[config.mk]
export PLATFORM = sky130hd
export DESIGN_NAME = cdb_broadcaster
export DESIGN_NICKNAME = d
export VERILOG_FILES = /design/src/rtl/cdb_broadcaster.sv
export SDC_FILE = /design/constraint.sdc
export NUM_CORES = 1
export LEC_CHECK = 0
export ABC_AREA = 1
export BUFFER_PORTS_ARGS = -buffer_cell sky130_fd_sc_hd__buf_2
export CAP_MARGIN = 20
export CORE_MARGIN = 1.5
export CORE_UTILIZATION = 51
export CTS_CLUSTER_DIAMETER = 200
export DETAILED_ROUTE_END_ITERATION = 6
export PLACE_DENSITY_LB_ADDON = 0.25
export SLEW_MARGIN = 40
export SYNTH_ARGS = -nofsm -noshare
export SYNTH_HDL_FRONTEND = slang
export SYNTH_SLANG_ARGS = --single-unit
[constraint.sdc]
create_clock -name clk -period 3 [get_ports clk]
set_input_delay 0.6 -clock clk [delete_from_list [all_inputs] [get_ports clk]]
set_output_delay 0.6 -clock clk [all_outputs]
set_load 0.005 [all_outputs]
[src/rtl/cdb_broadcaster.sv]
// ---------------------------------------------------------------------------
// cdb_broadcaster
//  Transmitter side of the common data bus. Completed results (label, data)
//  from NUM_SRC functional units are queued in per-source FIFOs. A round-robin
//  arbiter picks one FIFO head per cycle and drives it onto the registered
//  broadcast outputs (BCEN/BClabel/BCdata). Label 0 means "no tag": such
//  results are consumed at the handshake but never stored or broadcast.
//
// Ports
//  clk        in   clock, rising edge
//  nRST       in   asynchronous reset, active-low
//  flush      in   synchronous flush of every buffered result
//  src_valid  in   [NUM_SRC]     result offered by source i
//  src_ready  out  [NUM_SRC]     source i FIFO can accept this cycle
//  src_label  in   [NUM_SRC*LW]  label of source i at [i*LW +: LW]
//  src_data   in   [NUM_SRC*DW]  data of source i at [i*DW +: DW]
//  BCEN       out  broadcast valid (registered)
//  BClabel    out  broadcast label (registered, 0 when BCEN is low)
//  BCdata     out  broadcast data  (registered, 0 when BCEN is low)
//  busy       out  any FIFO non-empty or a broadcast on the bus
// ---------------------------------------------------------------------------
module cdb_broadcaster #(
   parameter int NUM_SRC = 2,
   parameter int DEPTH   = 2,
   parameter int DW      = 32,
   parameter int LW      = 4
) (
   input  logic                  clk,
   input  logic                  nRST,
   input  logic                  flush,
   input  logic [NUM_SRC-1:0]    src_valid,
   output logic [NUM_SRC-1:0]    src_ready,
   input  logic [NUM_SRC*LW-1:0] src_label,
   input  logic [NUM_SRC*DW-1:0] src_data,
   output logic                  BCEN,
   output logic [LW-1:0]         BClabel,
   output logic [DW-1:0]         BCdata,
   output logic                  busy
);

   localparam int PW = $clog2(DEPTH);
   localparam int CW = PW + 1;
   localparam int SW = $clog2(NUM_SRC);

   localparam logic [CW-1:0] FULL_C = CW'(DEPTH);
   localparam logic [SW:0]   NSRC_C = (SW+1)'(NUM_SRC);
   localparam logic [SW-1:0] LAST_C = SW'(NUM_SRC - 1);

   logic [LW-1:0] lbl_mem_q [NUM_SRC][DEPTH];
   logic [DW-1:0] dat_mem_q [NUM_SRC][DEPTH];

   logic [PW-1:0] rd_ptr_q [NUM_SRC];
   logic [PW-1:0] rd_ptr_d [NUM_SRC];
   logic [PW-1:0] wr_ptr_q [NUM_SRC];
   logic [PW-1:0] wr_ptr_d [NUM_SRC];
   logic [CW-1:0] count_q  [NUM_SRC];
   logic [CW-1:0] count_d  [NUM_SRC];

   logic [NUM_SRC-1:0] push;
   logic [NUM_SRC-1:0] pop;
   logic [NUM_SRC-1:0] nonempty;
   logic [NUM_SRC-1:0] ready;

   logic [SW-1:0] rr_ptr_q;
   logic [SW-1:0] rr_ptr_d;
   logic          grant_valid;
   logic [SW-1:0] grant_idx;
   logic [SW:0]   cand_sum;
   logic [SW-1:0] cand;

   logic [LW-1:0] head_lbl;
   logic [DW-1:0] head_dat;

   logic          bcen_q;
   logic          bcen_d;
   logic [LW-1:0] bclabel_q;
   logic [LW-1:0] bclabel_d;
   logic [DW-1:0] bcdata_q;
   logic [DW-1:0] bcdata_d;

   // Ready looks only at the registered count, so a pop in the same cycle
   // does not free a slot until the next cycle.
   always_comb begin
      nonempty = '0;
      ready    = '0;
      push     = '0;
      for (int i = 0; i < NUM_SRC; i++) begin
         nonempty[i] = (count_q[i] != '0);
         ready[i]    = (count_q[i] != FULL_C) && !flush;
         push[i]     = src_valid[i] && ready[i] && (src_label[i*LW +: LW] != '0);
      end
   end

   assign src_ready = ready;

   // Round-robin search starting at rr_ptr_q, wrapping modulo NUM_SRC.
   always_comb begin
      grant_valid = 1'b0;
      grant_idx   = '0;
      cand_sum    = '0;
      cand        = '0;
      for (int off = 0; off < NUM_SRC; off++) begin
         cand_sum = {1'b0, rr_ptr_q} + (SW+1)'(off);
         if (cand_sum >= NSRC_C) begin
            cand_sum = cand_sum - NSRC_C;
         end
         cand = cand_sum[SW-1:0];
         if (!grant_valid && nonempty[cand]) begin
            grant_valid = 1'b1;
            grant_idx   = cand;
         end
      end
   end

   always_comb begin
      pop = '0;
      for (int i = 0; i < NUM_SRC; i++) begin
         pop[i] = grant_valid && !flush && (grant_idx == SW'(i));
      end
   end

   assign head_lbl = lbl_mem_q[grant_idx][rd_ptr_q[grant_idx]];
   assign head_dat = dat_mem_q[grant_idx][rd_ptr_q[grant_idx]];

   // Flush keeps the round-robin position so fairness carries across it.
   always_comb begin
      rr_ptr_d = rr_ptr_q;
      if (grant_valid && !flush) begin
         rr_ptr_d = (grant_idx == LAST_C) ? '0 : grant_idx + 1'b1;
      end
   end

   always_comb begin
      for (int i = 0; i < NUM_SRC; i++) begin
         rd_ptr_d[i] = rd_ptr_q[i];
         wr_ptr_d[i] = wr_ptr_q[i];
         count_d[i]  = count_q[i];
         if (flush) begin
            rd_ptr_d[i] = '0;
            wr_ptr_d[i] = '0;
            count_d[i]  = '0;
         end else begin
            if (pop[i]) begin
               rd_ptr_d[i] = rd_ptr_q[i] + 1'b1;
            end
            if (push[i]) begin
               wr_ptr_d[i] = wr_ptr_q[i] + 1'b1;
            end
            case ({push[i], pop[i]})
               2'b10:   count_d[i] = count_q[i] + 1'b1;
               2'b01:   count_d[i] = count_q[i] - 1'b1;
               default: count_d[i] = count_q[i];
            endcase
         end
      end
   end

   // Bus label/data are forced to zero whenever nothing is broadcast.
   always_comb begin
      bcen_d    = grant_valid && !flush;
      bclabel_d = '0;
      bcdata_d  = '0;
      if (bcen_d) begin
         bclabel_d = head_lbl;
         bcdata_d  = head_dat;
      end
   end

   always_ff @(posedge clk or negedge nRST) begin
      if (!nRST) begin
         for (int i = 0; i < NUM_SRC; i++) begin
            rd_ptr_q[i] <= '0;
            wr_ptr_q[i] <= '0;
            count_q[i]  <= '0;
         end
         rr_ptr_q  <= '0;
         bcen_q    <= 1'b0;
         bclabel_q <= '0;
         bcdata_q  <= '0;
      end else begin
         for (int i = 0; i < NUM_SRC; i++) begin
            rd_ptr_q[i] <= rd_ptr_d[i];
            wr_ptr_q[i] <= wr_ptr_d[i];
            count_q[i]  <= count_d[i];
         end
         rr_ptr_q  <= rr_ptr_d;
         bcen_q    <= bcen_d;
         bclabel_q <= bclabel_d;
         bcdata_q  <= bcdata_d;
      end
   end

   // Storage needs no reset: entries are only read while the count says valid.
   always_ff @(posedge clk) begin
      for (int i = 0; i < NUM_SRC; i++) begin
         if (push[i]) begin
            lbl_mem_q[i][wr_ptr_q[i]] <= src_label[i*LW +: LW];
            dat_mem_q[i][wr_ptr_q[i]] <= src_data[i*DW +: DW];
         end
      end
   end

   assign BCEN    = bcen_q;
   assign BClabel = bclabel_q;
   assign BCdata  = bcdata_q;
   assign busy    = (|nonempty) || bcen_q;

endmodule

==> results.py, run 1 <==
metrics = {
    "synth": {
        "yosys_warnings": 0,
        "synth_top_area_cell": "edfxtp_1",
        "ys.flop_type": "edfxtp_1",
        "synth.top_cells.by_area": "edfxtp_1 (58%), dfrtp_1 (15%), nand2_1 (12%), nor2_1 (4.4%), o21ai_1 (2.4%)",
        "synth_common_cells": "nand2_1 (242), edfxtp_1 (144), nor2_1 (88)",
        "yosysSeqAreaShare": 0.735,
        "yosysMostFrequentCell": "nand2_1",
        "synth_edf_count": 144,
        "synth_nets": 738,
        "syn_area_mm2": 0.00744,
        "synth-seq-cells": 190,
        "synth_top_area_share": 0.581,
        "ys_async_sr_fraction": 0.242,
        "ys_types": 20,
        "syn_inst": 661,
        "syn_avg_cell_area_um2": 11.3,
    },
    "critical_path": {
        "path_buf_inv": 1,
        "worstSetupPathType": "flip-flop to output port",
        "r2r_slack_ns": 0.73,
        "endpoint_kind": "output port",
        "timing.rr.end": "count_q[2]",
        "cp_cell_sequence": "nor2_2 > nand2_1 > or2_2 > buf_2",
        "crit_required_ns": 2.40,
        "reg2reg_depth": 9,
        "slowest_stage": "dfrtp_1",
        "r2r_start": "count_q[0]",
        "arrival_ns": 1.75,
        "cp_max_fo": 5,
        "cp-start-kind": "flip-flop",
        "critPathMaxStageDelay_ns": 0.43,
        "path_delay_family": "simple AND/OR/NAND/NOR gates",
    },
    "cells_and_area": {
        "fill_cells": 1126,
        "post-route-util": 0.626,
        "synthToLayoutAreaGrowth_pct": 18.1,
        "drive_gt1_frac": 0.215,
        "design_area_mm2": 0.00879,
        "instances_no_fill": 975,
        "nets": 858,
    },
    "detailed_routing": {
        "drt_iter0_markers": 325,
        "vias": 4894,
        "via_per_inst": 5.02,
        "routed_wl_um": 15200,
        "drt-pass1-iter-count": 5,
        "drc": 0,
        "avgRoutedWirePerCell_um": 15.6,
        "ant_nets": 0,
    },
    "global_routing": {
        "grt_overflow": 0,
        "grt_pass1_wl_um": 23500,
        "gr-usage-all-layers": 0.212,
        "grt_max_degree": 113,
        "antenna_found_initial": 0,
        "grt_pass1_vias": 4672,
    },
    "clock_tree": {
        "clockBufferDepth": 2,
        "cts_tree": "built",
        "h-tree-depth": 4,
        "clock-sinks": 190,
        "clk_latency_ns": 0.43,
        "cts_resized": 0,
        "cts_buffers": 17,
        "post_cts_buffers": 0,
        "hold_buffers": 0,
        "clkSlewWorstSetupHoldPaths_ns": 0.06,
        "cts_root_buf": "clkbuf_16",
    },
    "power_and_ir_drop": {
        "total_power_mw": 8.29,
        "p_leak_nw": 3.92,
        "ir_drop_mv": 0.655,
        "pwr_density_cell_mw_per_mm2": 943,
    },
    "floorplan": {
        "die_h_um": 124,
        "row_count": 43,
        "io_pins": 117,
        "fp.coreArea_mm2": 0.0140,
        "die_x_um": 124,
        "die-area_mm2": 0.0153,
        "start_util": 0.530,
    },
    "outcome": {
        "status": "finished, final reports clean",
    },
    "placement": {
        "placed_cells": 942,
        "dp_hpwl_um": 9660,
        "pre_cts_ws_ns": 0.618,
        "gp_congestion": 0.828,
        "portBuffers": 116,
        "placed_cell_area_mm2": 0.00824,
    },
    "timing": {
        "setup_tns_ns": 0,
        "maxSlewHeadroom": 0.445,
        "setup_viol": 0,
        "max_freq_mhz": 426,
        "finalMaxSlewViolations": 0,
        "fin_crit_sh": 0.782,
        "finalWorstSetupSlack_ns": 0.655,
        "skew_ns": 0.0101,
        "holdWs_ns": 0.206,
        "worstMarginPinSlew_ns": 0.832,
        "rsz0062_at_grt": "no",
        "hold_viol": 0,
        "min_period_ns": 2.35,
    },
    "worst_hold_path": {
        "hold_path_class": "input pin to asynchronous set/reset pin",
    },
    "flow_run": {
        "drv_cap": 0,
    },
}
-- flip-flops by register name, indices dropped and copies added, names as in the netlist --
name and count:
BCEN 1, BClabel 4, count_q 4, wr_ptr_q 2, rd_ptr_q 2, rr_ptr_q 1, BCdata 32, dat_mem_q 128
lbl_mem_q 16
-- layout by cell type, fill, tap and decap left out --
cell | Yosys | routed
buf_12 | 0 | 3
buf_2 | 11 | 116
or2_2 | 2 | 2
o21ai_4 | 0 | 1
o21ai_1 | 36 | 36
o21ai_0 | 6 | 6
clkbuf_1 | 1 | 5
nand4_2 | 1 | 1
a21oi_4 | 0 | 1
bufinv_16 | 0 | 1
buf_4 | 10 | 9
nor2_2 | 3 | 2
clkinv_2 | 0 | 5
a21oi_2 | 1 | 1
nand3_1 | 7 | 7
nand4_1 | 4 | 4
inv_1 | 48 | 48
buf_6 | 6 | 1
diode_2 | 0 | 1
nor2_4 | 0 | 5
clkbuf_16 | 0 | 17
nand2_1 | 242 | 242
clkbuf_8 | 0 | 3
edfxtp_1 | 144 | 144
clkinvlp_4 | 0 | 1
a21oi_1 | 2 | 1
inv_2 | 2 | 2
dfrtp_1 | 46 | 46
nor2_1 | 88 | 84
-- logic make-up (layout without fill, tap and decap cells) --
kind of cell | after synthesis | count (layout) | share of synthesized area
buffers and inverters | 78 | 211 | 0.0523
AO/OA/AOI/OAI | 46 | 46 | 0.0319
AND/OR/NAND/NOR | 347 | 347 | 0.180
flip-flops | 190 | 190 | 0.735
other | 0 | 1 | 0
-- power by group --
group	internal, mW	leakage, nW	total, mW	switching (mW)
combinational	0.891	1.74	2.80	1.91
clock	1.20	0.271	2.09	0.892
sequential	3.25	1.91	3.40	0.148
-- worst register-to-register path: cells and delay by family (launching register included) --
family	cells	cell delay (ns)
flops	1	0.43
simple gates	6	0.96
compound gates	1	0.08
buf+inv	2	0.68
-- per-layer routing --
metal / vias to the layer above / share of wire / GRT usage
met2: 129 / 0.50 / 0.355
met5: - / 0 / 0
met4: 0 / 0.021 / 0.0920
li1: 2386 / - / -
met3: 23 / 0.052 / 0.0440
met1: 2356 / 0.43 / 0.271
-- area by class of cell --
| class | count | area (um^2) | share of cell area |
|---|---|---|---|
| diodes | 1 | 2.50 | 0.000285 |
| repair buffers | 129 | 719 | 0.0818 |
| multi-input cells | 393 | 1630 | 0.186 |
| well taps | 180 | 225 | 0.0256 |
| clock inverters | 7 | 62.6 | 0.00712 |
| clock buffers | 25 | 485 | 0.0552 |
| flip-flops and latches | 190 | 5480 | 0.623 |
| inverters | 50 | 188 | 0.0213 |
-- how the worst max path moves through the flow --
stage,startpoint,end,depth (start not counted)
floorplan,flush,dat_mem_q[0][0],5
global placement,count_q[0],count_q[2],9
detailed placement,flush,dat_mem_q[1][25],5
CTS,count_q[0],busy,4
global route,count_q[0],count_q[2],9
finish,count_q[0],busy,4
(Power assumes the default switching activity.)
==> run 2: changes to the inputs <==
CORE_UTILIZATION = 56   (was 51)
clock period = 2.4 ns   (was 3 ns; I/O delays follow)
==> run 2 against run 1 <==
- sequential power grew 25%
- clock power increased by 21%
- non-clock buffer count rose by 1
- combinational power is 30% higher
- worst hold slack worse by 0.17 ns
- first-iteration DRC count grew 35%
- largest cell class unchanged
- via count is 0.31% higher
- clock skew down 0.0053 ns
- wire length decreased by 1.8%
- cell area rose by 0.40%
==> results.py, run 2 (synthesis results as in run 1) <==
metrics = {
    "cells_and_area": {
        "synthToLayoutAreaGrowth_pct": 18.6,
        "drive_gt1_frac": 0.211,
        "fill_cells": 904,
        "n_antenna_cell": 0,
        "layout_commonest_cell": "nand2_1",
        "regArea_mm2": 0.00548,
        "post-route-util": 0.691,
        "multi_input_area_mm2": 0.00163,
        "largest_reg_flops": 128,
        "nets": 859,
        "final_cell_mix": "nand2_1 (242), edfxtp_1 (144), buf_2 (116)",
    },
    "global_routing": {
        "grt_overflow": 0,
        "grt_max_degree": 53,
        "antenna_found_initial": 0,
        "grt_pass1_wl_um": 23100,
        "gr-usage-all-layers": 0.220,
        "grt_pass1_vias": 4734,
    },
    "timing": {
        "maxSlewHeadroom": 0.505,
        "worstMarginPinSlew_ns": 0.740,
        "fin_crit_sh": 0.910,
        "skew_ns": 0.00476,
        "rsz0062_at_grt": "no",
        "max_freq_mhz": 458,
        "hold_viol": 0,
        "setup_viol": 0,
        "min_period_ns": 2.18,
        "finalMaxSlewViolations": 0,
        "holdWs_ns": 0.0322,
    },
    "detailed_routing": {
        "drt-pass1-iter-count": 5,
        "drc": 0,
        "routed_wl_um": 14900,
        "avgRoutedWirePerCell_um": 15.4,
        "vias": 4909,
        "via_per_inst": 5.08,
        "drt_iter0_markers": 440,
        "ant_nets": 0,
    },
    "power_and_ir_drop": {
        "p_leak_nw": 3.93,
        "pwr_density_cell_mw_per_mm2": 1180,
        "ir_drop_mv": 0.720,
    },
    "critical_path": {
        "crit_start": "count_q[0]",
        "worstSetupPathType": "flip-flop to output port",
        "endpoint_kind": "output port",
        "cp_max_fo": 5,
        "crit_required_ns": 1.92,
        "cp-start-kind": "flip-flop",
        "arrival_ns": 1.70,
        "reg2reg_depth": 9,
        "r2r_start": "count_q[0]",
    },
    "floorplan": {
        "io_pins": 117,
        "fp.coreArea_mm2": 0.0128,
        "die_x_um": 118,
        "start_util": 0.583,
        "die-area_mm2": 0.0140,
        "die_h_um": 118,
        "row_count": 41,
    },
    "outcome": {
        "status": "finished, final reports clean",
    },
    "clock_tree": {
        "cts_resized": 0,
        "clockBufferDepth": 2,
        "clock-sinks": 190,
        "h-tree-depth": 4,
        "clkSlewWorstSetupHoldPaths_ns": 0.06,
        "cts_tree": "built",
        "cts_buffers": 17,
        "post_cts_buffers": 0,
        "cts_root_buf": "clkbuf_16",
        "hold_buffers": 0,
        "clk_latency_ns": 0.42,
    },
    "placement": {
        "portBuffers": 116,
        "gp_congestion": 0.809,
        "dp_hpwl_um": 9280,
    },
    "worst_hold_path": {
        "hold_path_class": "input pin to asynchronous set/reset pin",
    },
    "flow_run": {
        "drv_cap": 0,
    },
}
run 2: cell types whose count changed in the layout (fill, tap and decap cells not counted):
| cell | previous run | this run |
|---|---|---|
| clkbuf_1 | 5 | 7 |
| buf_12 | 3 | 8 |
| clkbuf_8 | 3 | 1 |
| buf_4 | 9 | 6 |
| buf_6 | 1 | 0 |
| clkinv_1 | 0 | 2 |
| clkinv_4 | 0 | 1 |
| diode_2 | 1 | 0 |
| clkinv_2 | 5 | 2 |
run 2: critical path, cell delays in order (launching register included):
cell and delay, ns:
dfrtp_1 0.43, nor2_2 0.30, nand2_1 0.14, or2_2 0.29, buf_2 0.13
run 2: cell type report:
type,instances,share of cell area
Clock buffer,25,0.0527
Clock inverter,7,0.00723
Inverter,50,0.0213
Multi-Input combinational cell,393,0.185
Sequential cell,190,0.620
Tap cell,172,0.0244
Timing Repair Buffer,130,0.0890
run 2: path summary, 6_finish.rpt:
kind | end | slack (ns)
hold reg to reg | rd_ptr_q[1] | 0.51
hold / removal | BClabel[1] | 0.03
min in group clk | dat_mem_q[1][14] | 0.24
setup reg to reg | BCdata[22] | 0.46
max in group asynchronous | BCdata[17] | 2.13
setup / recovery | busy | 0.22
run 2: through the flow:
step / area, um^2 / TNS, ns / power, mW / setup slack [ns] / std cells
floorplan: 7450 / -29.37 / 6.98 / -0.408 / 661
global placement: 8300 / 0 / 7.78 / 0.498 / 935
detailed placement: 8300 / 0 / 7.95 / 0.479 / 935
CTS: 8830 / 0 / 10.5 / 0.191 / 967
global route: 8830 / 0 / 11.1 / 0.135 / 967
finish: 8830 / 0 / 10.4 / 0.215 / 967
run 2: metal layers:
metal | global-route usage | wire [um] | up-vias
met5 | 0 | 0 | -
li1 | - | - | 2384
met3 | 0.0541 | 822 | 28
met4 | 0.0968 | 376 | 0
met1 | 0.272 | 6200 | 2332
met2 | 0.368 | 7510 | 165
run 2: report_power, final:
part	total [mW]	leakage, nW	internal [mW]	switching [mW]
sequential	4.26	1.91	4.07	0.195
clock	2.53	0.254	1.45	1.08
combinational	3.65	1.77	1.25	2.40
==> run 3: changes to the inputs <==
ABC_AREA = unset   (was 1)
CORE_UTILIZATION = 60   (was 56)
clock period = 2.8 ns   (was 2.4 ns; I/O delays follow)
==> run 3 against run 2 <==
- the flow now finishes with violations (design-rule violations)
- critical path type unchanged
- total power decreased by 36%
- highest routed layer unchanged
- register-to-register slack improved by 0.29 ns
- critical endpoint unchanged
- wire length decreased by 4.8%
==> results.py, run 3 <==
metrics = {
    "detailed_routing": {
        "drc": 7,
        "routed_wl_um": 14200,
        "via_per_inst": 6.01,
        "drt_iter0_markers": 307,
        "vias": 4131,
        "avgRoutedWirePerCell_um": 20.7,
        "ant_nets": 0,
        "drt-pass1-iter-count": 7,
    },
    "synth": {
        "synth_edf_count": 144,
        "syn_inst": 415,
        "synth_top_family_by_area": "compound AO/OA/AOI/OAI gates",
        "synth_top_area_cell": "edfxtp_1",
        "synth_common_cells": "edfxtp_1 (144), dfrtp_1 (46), nor2b_1 (39)",
        "ys.flop_type": "edfxtp_1",
        "synth-simple-area-share": 0.0531,
        "yosys_warnings": 0,
        "synth_top_area_share": 0.606,
        "synth.area.mux_share": 0.0505,
        "synth_nets": 492,
        "ys_async_sr_fraction": 0.242,
        "ys_types": 35,
        "syn_area_mm2": 0.00714,
        "synth_compound_area_frac": 0.107,
        "syn_avg_cell_area_um2": 17.2,
        "synth_fa_ha_area_frac": 0,
        "synth-seq-cells": 190,
        "yosysMostFrequentCell": "edfxtp_1",
        "synth.top_cells.by_area": "edfxtp_1 (61%), dfrtp_1 (16%), mux2i_1 (5.0%), a2111oi_0 (4.4%), a211oi_1 (3.8%)",
        "yosys.area_share.xor_xnor": 0,
        "yosysSeqAreaShare": 0.767,
    },
    "cells_and_area": {
        "final_cell_mix": "edfxtp_1 (144), buf_2 (115), dfrtp_1 (44)",
        "fill_cells": 703,
        "largest_reg_flops": 128,
        "n_antenna_cell": 0,
        "layout_commonest_cell": "edfxtp_1",
        "nets": 608,
        "multi_input_area_mm2": 0.00156,
        "regArea_mm2": 0.00548,
        "synthToLayoutAreaGrowth_pct": 18.9,
        "instances_no_fill": 687,
        "drive_gt1_frac": 0.309,
    },
    "timing": {
        "fin_crit_sh": 0.778,
        "skew_ns": 0.0100,
        "min_period_ns": 2.18,
        "hold_viol": 0,
        "setup_tns_ns": 0,
        "maxSlewHeadroom": 0.517,
        "max_freq_mhz": 459,
        "holdWs_ns": 0.148,
        "worstMarginPinSlew_ns": 0.725,
        "setup_viol": 0,
        "finalMaxSlewViolations": 0,
        "rsz0062_at_grt": "no",
    },
    "critical_path": {
        "critPathMaxStageDelay_ns": 0.48,
        "cp_max_fo": 18,
        "worstSetupPathType": "flip-flop to output port",
        "slowest_stage": "dfrtp_1",
        "cp-start-kind": "flip-flop",
        "arrival_ns": 1.62,
        "crit_required_ns": 2.24,
        "cp_cell_sequence": "nor2_4 > nand3b_1 > buf_2",
        "endpoint_kind": "output port",
    },
    "clock_tree": {
        "cts_resized": 0,
        "clk_latency_ns": 0.43,
        "cts_tree": "built",
        "cts_root_buf": "clkbuf_16",
        "cts_buffers": 17,
        "post_cts_buffers": 0,
        "h-tree-depth": 4,
        "clock-sinks": 190,
        "hold_buffers": 0,
        "clkSlewWorstSetupHoldPaths_ns": 0.07,
        "clockBufferDepth": 2,
    },
    "floorplan": {
        "die-area_mm2": 0.0126,
        "die_h_um": 112,
        "fp.coreArea_mm2": 0.0115,
        "die_x_um": 112,
        "io_pins": 117,
        "row_count": 39,
        "start_util": 0.620,
    },
    "global_routing": {
        "grt_pass1_wl_um": 22600,
        "grt_overflow": 0,
        "grt_max_degree": 75,
        "grt_pass1_vias": 4271,
        "antenna_found_initial": 0,
        "gr-usage-all-layers": 0.243,
    },
    "outcome": {
        "status": "complete, but fails checks",
        "violations": "design-rule violations",
    },
    "power_and_ir_drop": {
        "ir_drop_mv": 0.445,
        "pwr_density_cell_mw_per_mm2": 782,
        "total_power_mw": 6.64,
        "p_leak_nw": 3.17,
    },
    "placement": {
        "portBuffers": 116,
        "placed_cells": 655,
        "dp_hpwl_um": 8500,
        "gp_congestion": 0.795,
    },
    "worst_hold_path": {
        "hold_path_class": "input pin to asynchronous set/reset pin",
    },
    "flow_run": {
        "drv_cap": 0,
    },
}
## run 3: cell types whose count changed after synthesis, sizes merged, moves of 39 or more
cell   previous run  this run
nor2             91         6
o21ai            43         3
nand2           242         1
nor2b             0        39
inv              50         3
## run 3: cells by family after synthesis
family          after synthesis
mux                          36
buf+inv                      32
simple gates                 63
compound gates               94
flops                       190
## run 3: area by class of cell
class | instances | share of cell area
flip-flops and latches | 190 | 0.646
multi-input cells | 193 | 0.183
repair buffers | 126 | 0.0775
clock buffers | 18 | 0.0517
well taps | 143 | 0.0211
clock inverters | 14 | 0.0196
inverters | 3 | 0.00133
## run 3: routing by layer
metal | vias up | global-route usage | share of wire
li1 | 1898 | - | -
met1 | 2044 | 0.322 | 0.41
met2 | 163 | 0.392 | 0.51
met3 | 26 | 0.0562 | 0.064
met4 | 0 | 0.107 | 0.022
met5 | - | 0 | 0
## run 3: critical path: cells and delay by family, from the launching register on
family	cells	cell delay, ns
flops	1	0.48
buf+inv	1	0.15
simple gates	2	0.56
## run 3: through the flow
step	setup WS [ns]	instance area, um^2	utilization
2_1_floorplan	0.451	7170	-
3_3_place_gp	0.199	7850	0.682
3_5_place_dp	0.589	7880	0.684
4_1_cts	0.618	8480	0.737
5_1_grt	0.523	8490	0.737
6_report	0.623	8490	0.737
## run 3: where the power goes
part           leakage, nW  switching [mW]  internal [mW]
Combinational        0.943           0.446          0.334
Clock                0.300            1.00           1.43
Sequential            1.93           0.186           3.24
## run 3: path summary, 6_finish.rpt
| path | startpoint | to | slack, ns | cells after the start |
|---|---|---|---|---|
| worst max-delay path | count_q[0] | busy | 0.62 | 3 |
| worst min-delay path | nRST | BClabel[3] | 0.15 | 1 |
| worst max register to register | count_q[0] | BCdata[3] | 0.75 | 5 |
| worst min register to register | dat_mem_q[0][46] | BCdata[14] | 0.61 | 2 |
| max in group asynchronous | nRST | rd_ptr_q[1] | 2.17 | 1 |
| min in group clk | src_data[21] | dat_mem_q[0][21] | 0.32 | 1 |
